File: config.mk
export PLATFORM = sky130hd
export DESIGN_NAME = lfsr_gen
export DESIGN_NICKNAME = d
export VERILOG_FILES = /design/src/rtl/lfsr_gen_pkg.sv /design/src/rtl/lfsr_gen_step.sv /design/src/rtl/lfsr_gen.sv
export SDC_FILE = /design/constraint.sdc
export NUM_CORES = 1
export LEC_CHECK = 0
export ABC_CLOCK_PERIOD_IN_PS = 2450
export CORE_MARGIN = 2
export CORE_UTILIZATION = 43
export DETAILED_ROUTE_END_ITERATION = 10
export PLACE_DENSITY = 0.81
export SYNTH_ARGS = -nofsm -noshare
export SYNTH_HDL_FRONTEND = slang
export SYNTH_SLANG_ARGS = --single-unit
File: constraint.sdc
create_clock -name clock -period 2.45 [get_ports clock]
set_clock_uncertainty 0.15 [all_clocks]
set_input_delay 0.49 -clock clock [delete_from_list [all_inputs] [get_ports clock]]
set_output_delay 0.49 -clock clock [all_outputs]
set_load 0.1 [all_outputs]
File: src/rtl/lfsr_gen_pkg.sv
// Shared types and default tap masks for the Galois LFSR generator.
package lfsr_gen_pkg;

    typedef enum logic {
        IDLE = 1'b0,
        RUN  = 1'b1
    } state_t;

    // Maximal-length Galois tap masks for common widths
    localparam logic [7:0]  TAPS_W8  = 8'h1D;
    localparam logic [15:0] TAPS_W16 = 16'h100B;
    localparam logic [31:0] TAPS_W32 = 32'h000000C5;

endpackage

File: src/rtl/lfsr_gen_step.sv
// One Galois LFSR step: shift left, fold the tap mask in when the MSB falls out.
module lfsr_gen_step #(
    parameter int unsigned          WIDTH = 8,
    parameter logic [WIDTH-1:0]     TAPS  = 8'h1D
) (
    input  logic [WIDTH-1:0] s,
    output logic [WIDTH-1:0] s_next
);

    always_comb begin
        s_next = {s[WIDTH-2:0], 1'b0} ^ (s[WIDTH-1] ? TAPS : '0);
    end

endmodule

File: src/rtl/lfsr_gen.sv
// Galois LFSR generator with valid/ready handshake, seed load and zero-seed lockup guard.
// Optional period checker (wrap pulse) is built when LFSR_GEN_PERIOD_CHK_EN is defined.
module lfsr_gen
    import lfsr_gen_pkg::*;
#(
    parameter int unsigned      WIDTH = 8,
    parameter logic [WIDTH-1:0] TAPS  = TAPS_W8,
    parameter logic [WIDTH-1:0] SEED  = 8'h01
) (
    input  logic             clock,
    input  logic             reset,
    input  logic             enable,
    input  logic             load,
    input  logic [WIDTH-1:0] seed,
    input  logic             ready,
    output logic [WIDTH-1:0] q,
    output logic             valid,
    output logic             lockup,
    output logic             wrap
);

    state_t           state;
    logic [WIDTH-1:0] q_next;
    logic [WIDTH-1:0] load_val;
    logic             seed_zero;
    logic             advance;

    lfsr_gen_step #(
        .WIDTH (WIDTH),
        .TAPS  (TAPS)
    ) u_step (
        .s      (q),
        .s_next (q_next)
    );

    // A zero seed would freeze the register forever, so it is replaced by SEED
    always_comb begin
        seed_zero = (seed == '0);
        load_val  = seed_zero ? SEED : seed;
        advance   = valid & ready;
    end

    always_ff @(posedge clock) begin
        lockup <= 1'b0;
        if (reset) begin
            state <= IDLE;
            valid <= 1'b0;
            q     <= SEED;
        end else if (load) begin
            state  <= IDLE;
            valid  <= 1'b0;
            q      <= load_val;
            lockup <= seed_zero;
        end else begin
            if (advance) begin
                q <= q_next;
            end
            case (state)
                IDLE: begin
                    if (enable) begin
                        state <= RUN;
                        valid <= 1'b1;
                    end
                end
                RUN: begin
                    if (!enable) begin
                        state <= IDLE;
                        valid <= 1'b0;
                    end
                end
                default: begin
                    state <= IDLE;
                    valid <= 1'b0;
                end
            endcase
        end
    end

`ifdef LFSR_GEN_PERIOD_CHK_EN
    logic [WIDTH-1:0] start_q;
    logic [WIDTH-1:0] steps;

    always_ff @(posedge clock) begin
        wrap <= 1'b0;
        if (reset) begin
            start_q <= SEED;
            steps   <= '0;
        end else if (load) begin
            start_q <= load_val;
            steps   <= '0;
        end else if (advance) begin
            if (q_next == start_q) begin
                wrap  <= 1'b1;
                steps <= '0;
            end else begin
                steps <= steps + 1'b1;
            end
        end
    end
`else
    assign wrap = 1'b0;
`endif

endmodule
==> results of run 1 <==
## metal layers
| layer | vias up | GRT usage | wire, µm |
|---|---|---|---|
| met5 | - | 0 | 0 |
| met4 | 0 | 0.0750 | 18 |
| met3 | 2 | 0.0500 | 90 |
| met2 | 22 | 0.238 | 479 |
| met1 | 224 | 0.195 | 553 |
| li1 | 260 | - | - |
## report_power, final
part / total, µW / internal (µW) / switching, µW
registers: 200 / 189 / 11.2
clock network: 123 / 63.1 / 59.7
logic: 150 / 46.2 / 103
total: 473 / 299 / 174
## sequential cells by signal, summed over array words and instances, names as in the netlist
| signal | flops |
|---|---|
| q | 8 |
| lockup | 1 |
| state | 1 |
| valid | 1 |
## cells in the mapped netlist, drive strengths merged
master	n
conb	1
inv	1
a311o	3
buf	3
a32oi	1
maj3	1
nor2	3
nor3	5
xnor2	3
a21oi	6
nand2	6
and3	4
mux2i	1
clkbuf	3
nor2b	4
a211oi	4
dfxtp	11
and2	2
nor4	1
## layout make-up
type	instances	area, µm²	area share
Clock buffer	4	26.3	0.0355
Tap cell	15	18.8	0.0253
Multi-Input combinational cell	45	277	0.373
Sequential cell	11	220	0.297
Timing Repair Buffer	22	195	0.264
Inverter	1	3.75	0.00507
## per-stage QoR
stage                     worst slack [ns]  area [µm²]  utilization  power (µW)
after global routing                 0.571         741        0.584         498
after global placement               0.499         714        0.563         353
after detailed placement             0.482         714        0.563         354
final                                0.642         741        0.584         473
after floorplan                      0.431         572            -         321
after CTS                            0.638         741        0.584         480
## path summary, 6_finish.rpt
| path | startpoint | endpoint | slack, ns | depth (start not counted) |
|---|---|---|---|---|
| max | valid$_SDFFE_PP0P_ | valid | 0.64 | 1 |
| min | q[0]$_SDFFE_PP1P_ | q[0]$_SDFFE_PP1P_ | 0.46 | 2 |
| max reg2reg | valid$_SDFFE_PP0P_ | q[7]$_SDFFE_PP0P_ | 1.07 | 3 |
| min reg2reg | q[0]$_SDFFE_PP1P_ | q[0]$_SDFFE_PP1P_ | 0.46 | 2 |
## worst min-delay path, delay by kind of cell, from the launching register on
family | cells | cell delay [ns]
AOI/OAI and AO/OA | 1 | 0.07
DFF | 1 | 0.32
muxes | 1 | 0.16
## cells in the final DEF (no fill, tap or decap)
cell type,n
maj3_1,1
nor2b_1,4
inv_1,1
and2_1,2
nor3_1,5
a21oi_1,6
buf_4,10
nor2_1,3
a311o_1,3
nand2_1,6
clkbuf_1,1
conb_1,1
and3_1,4
a211oi_1,4
nor4_1,1
a32oi_1,1
xnor2_1,3
mux2i_1,1
dfxtp_1,11
clkdlybuf4s50_1,12
clkbuf_4,3
## logic make-up (layout without fill, tap and decap cells)
kind of cell | after synthesis | count (layout) | share of synthesized area
AOI/OAI and AO/OA | 14 | 14 | 0.173
xor gates and xnor gates | 3 | 3 | 0.0460
adders and majority gates | 1 | 1 | 0.0175
buffers and inverters | 7 | 27 | 0.131
DFF | 11 | 11 | 0.385
muxes | 1 | 1 | 0.0175
other | 1 | 1 | 0.00656
and+or+nand+nor | 25 | 25 | 0.223
==> impl_metrics.env, run 1 <==
export IMPL_dieHeight_um=40.5
export IMPL_cts_made_buffers=3
export IMPL_routed_wl_um=1140
export IMPL_cts_setup_buffers=0
export IMPL_drive_gt1_frac=0.157
export IMPL_syn_to_final_growth_pct=29.5
export IMPL_grt_pass1_wl_um=1670
export IMPL_rsz0062_at_grt="no"
export IMPL_final_max_slew_viol_count=0
export IMPL_die_area_um2=1640
export IMPL_io_pin_count=24
export IMPL_rows=13
export IMPL_num_vias=508
export IMPL_synth_area_per_cell_um2=9.08
export IMPL_vias_per_cell=5.18
export IMPL_crit_chain="buf_4"
export IMPL_power_density_nw_per_um2=638
export IMPL_grt_pass1_vias=416
export IMPL_worst_pin_slew_ns=0.516
export IMPL_hp_class="register to register"
export IMPL_final_cell_count_no_fill=98
export IMPL_path_delay_family="flip-flops"
export IMPL_antenna_found_initial=0
export IMPL_hold_slack_ns=0.455
export IMPL_outcome="finished, final reports clean"
export IMPL_setup_tns_ns=0
export IMPL_period_minus_slack_ns=1.81
export IMPL_cts_root_buffer="clkbuf_4"
export IMPL_syn_area_um2=572
export IMPL_end_kind="output pin"
export IMPL_max_cap_viol_count=0
export IMPL_cts_hold_buffers_added=0
export IMPL_cts_tree="built"
export IMPL_antenna_cells=0
export IMPL_core_um2=1270
export IMPL_relSlewSlack=0.655
export IMPL_synth_seq_cells=11
export IMPL_fill_cells=125
export IMPL_firstDrtPassIters=4
export IMPL_final_period_utilization=0.738
export IMPL_wire_per_inst_um=11.6
export IMPL_synthesis_nets=76
export IMPL_cp_required_ns=1.81
export IMPL_port_buffers=22
export IMPL_ir_drop_uv=314
export IMPL_initial_core_util=0.451
export IMPL_startpoint_type="register"
export IMPL_path_buf_inv=1
export IMPL_clockBufferDepth=2
export IMPL_path_class="register to output pin"
export IMPL_finalHoldViolCount=0
export IMPL_setup_viol=0
export IMPL_cts_reportedPaths_clkPinSlew_ns=0.07
export IMPL_finalWeightedCongestion=0.728
export IMPL_overflow=0
export IMPL_synthTopCellsByArea="dfxtp_1 (39%), clkbuf_8 (7.2%), a21oi_1 (5.3%), a311o_1 (5.3%), a211oi_1 (5.3%)"
export IMPL_crit_slowest_cell="dfxtp_1"
export IMPL_grt_max_degree=18
export IMPL_drtIter0Drc=12
export IMPL_cts_resized=0
export IMPL_p_leak_uw=0.000300
export IMPL_synth_cell_type_count=20
export IMPL_cp_max_fo=13
export IMPL_yosysWarnings=0
export IMPL_dp_cells=94
export IMPL_die_w_um=40.5
export IMPL_detail_route_drc_violations=0
export IMPL_worst_ep_arrival_time_ns=1.17
export IMPL_clk_latency_ns=0.27
export IMPL_max_stage_delay_ns=0.54
export IMPL_cts_max_level=1
export IMPL_dpl_hpwl_um=831
export IMPL_gr_usage_all_layers=0.156
export IMPL_syn_inst=63
export IMPL_synth_top_area_share=0.385
export IMPL_clock_sinks=11
export IMPL_synth_seq_area_share=0.385
export IMPL_yosys_area_top_type="dfxtp_1"
export IMPL_finalNetCount=97
export IMPL_fmax_ghz=0.553
export IMPL_postRouteAntennaNets=0
No activity file was read; power rests on OpenSTA's default activity.
==> run 2: changes to the inputs <==
Settings changed: ABC_CLOCK_PERIOD_IN_PS 2450 to 1700, CORE_UTILIZATION 43 to 40, PLACE_DENSITY 0.81 to 0.76.
Clock period 2.45 ns to 1.7 ns, I/O delays scaled along.
==> impl_metrics.env, run 2 (synthesized netlist as in run 1, its figures left out) <==
export IMPL_outcome="finished, final reports clean"
export IMPL_setup_viol=0
export IMPL_final_max_slew_viol_count=0
export IMPL_fmax_ghz=0.664
export IMPL_syn_to_final_growth_pct=58.6
export IMPL_gr_usage_all_layers=0.176
export IMPL_die_w_um=41.8
export IMPL_rows=13
export IMPL_final_period_utilization=0.885
export IMPL_finalWeightedCongestion=0.819
export IMPL_initial_core_util=0.434
export IMPL_finalNetCount=100
export IMPL_clk_latency_ns=0.26
export IMPL_grt_pass1_vias=538
export IMPL_routed_wl_um=1300
export IMPL_drive_gt1_frac=0.244
export IMPL_antenna_found_initial=0
export IMPL_cpMostUsedCell="a21oi_1"
export IMPL_cts_setup_buffers=0
export IMPL_antenna_cells=0
export IMPL_grt_pass1_wl_um=2330
export IMPL_largest_register_ffs=8
export IMPL_path_class="primary input to register"
export IMPL_ir_drop_uv=505
export IMPL_core_um2=1320
export IMPL_num_vias=539
export IMPL_cts_root_buffer="clkbuf_4"
export IMPL_cts_hold_buffers_added=0
export IMPL_cp_max_fo=9
export IMPL_cts_resized=0
export IMPL_p_leak_uw=0.000357
export IMPL_fin_util=0.689
export IMPL_max_stage_delay_ns=0.61
export IMPL_clockBufferDepth=2
export IMPL_largest_register="q"
export IMPL_wire_per_inst_um=12.9
export IMPL_crit_slowest_cell="clkdlybuf4s50_1"
export IMPL_dieHeight_um=41.8
export IMPL_finalHoldViolCount=0
export IMPL_port_buffers=22
export IMPL_clock_sinks=11
export IMPL_overflow=0
export IMPL_dpl_hpwl_um=968
export IMPL_worst_ep_arrival_time_ns=1.54
export IMPL_hp_class="register to register"
export IMPL_cts_reportedPaths_clkPinSlew_ns=0.07
export IMPL_rsz0062_at_grt="no"
export IMPL_period_minus_slack_ns=1.50
export IMPL_fill_cells=107
export IMPL_max_cap_viol_count=0
export IMPL_postRouteAntennaNets=0
export IMPL_power_density_nw_per_um2=808
export IMPL_io_pin_count=24
export IMPL_startpoint_type="primary input"
export IMPL_cts_tree="built"
export IMPL_final_cell_mix="clkdlybuf4s50_1 (12), buf_12 (11), nand2_1 (6), a21oi_1 (6), dfxtp_1 (6)"
export IMPL_grt_max_degree=18
export IMPL_drtIter0Drc=19
export IMPL_cts_max_level=1
export IMPL_cts_made_buffers=3
export IMPL_firstDrtPassIters=4
export IMPL_end_kind="register"
export IMPL_vias_per_cell=5.34
export IMPL_crit_chain="clkdlybuf4s50_1 -> a21oi_1 -> a311o_1 -> a21oi_1"
export IMPL_final_common_cell="clkdlybuf4s50_1"
export IMPL_cp_required_ns=1.74
export IMPL_setup_tns_ns=0
export IMPL_die_area_um2=1750
export IMPL_detail_route_drc_violations=0
-- run 2: changes by cell type in the layout (fill, tap and decap cells not counted) --
| cell | delta |
|---|---|
| buf_4 | -8 |
| dfxtp_2 | +5 |
| dfxtp_1 | -5 |
| buf_12 | +11 |
-- run 2: stage by stage --
step                instance area [µm²]  instances  worst slack (ns)  hold slack [ns]  total power, µW
global placement                    881         97          -0.00899            0.435              561
finish                              907        101             0.195            0.488              733
global route                        907        101            0.0847            0.536              763
CTS                                 907        101             0.178            0.492              739
floorplan                           578         63            0.0145            0.312              465
detailed placement                  881         97           -0.0935            0.470              565
-- run 2: final timing paths --
path	startpoint	endpoint	slack, ns	cells after the start
worst max-delay path	ready	q[3]$_SDFFE_PP0P_	0.20	4
worst min-delay path	state$_SDFF_PP0_	valid$_SDFFE_PP0P_	0.49	3
worst max register to register	valid$_SDFFE_PP0P_	q[3]$_SDFFE_PP0P_	0.42	3
worst min register to register	state$_SDFF_PP0_	valid$_SDFFE_PP0P_	0.49	3
-- run 2: final cells by class --
class / instances / area [µm²] / area share
multi-input cells: 45 / 277 / 0.305
inverters: 1 / 3.75 / 0.00414
flip-flops and latches: 11 / 226 / 0.250
repair buffers: 25 / 355 / 0.392
clock buffers: 4 / 26.3 / 0.0290
well taps: 15 / 18.8 / 0.0207
-- run 2: critical path, delay by kind of cell --
family / cells / cell delay, ns
buffers and inverters: 1 / 0.61
AO/OA/AOI/OAI: 3 / 0.60
-- run 2: where the power goes --
part	switching [µW]	internal, µW
clock	82.7	90.6
sequential	24.3	274
combinational	152	109
-- run 2: routing by layer --
layer	up-vias	part of all wire	global-route usage
met5	-	0	0
met4	0	0.0077	0.0774
met3	2	0.087	0.0435
met2	28	0.47	0.291
met1	242	0.43	0.213
li1	267	-	-
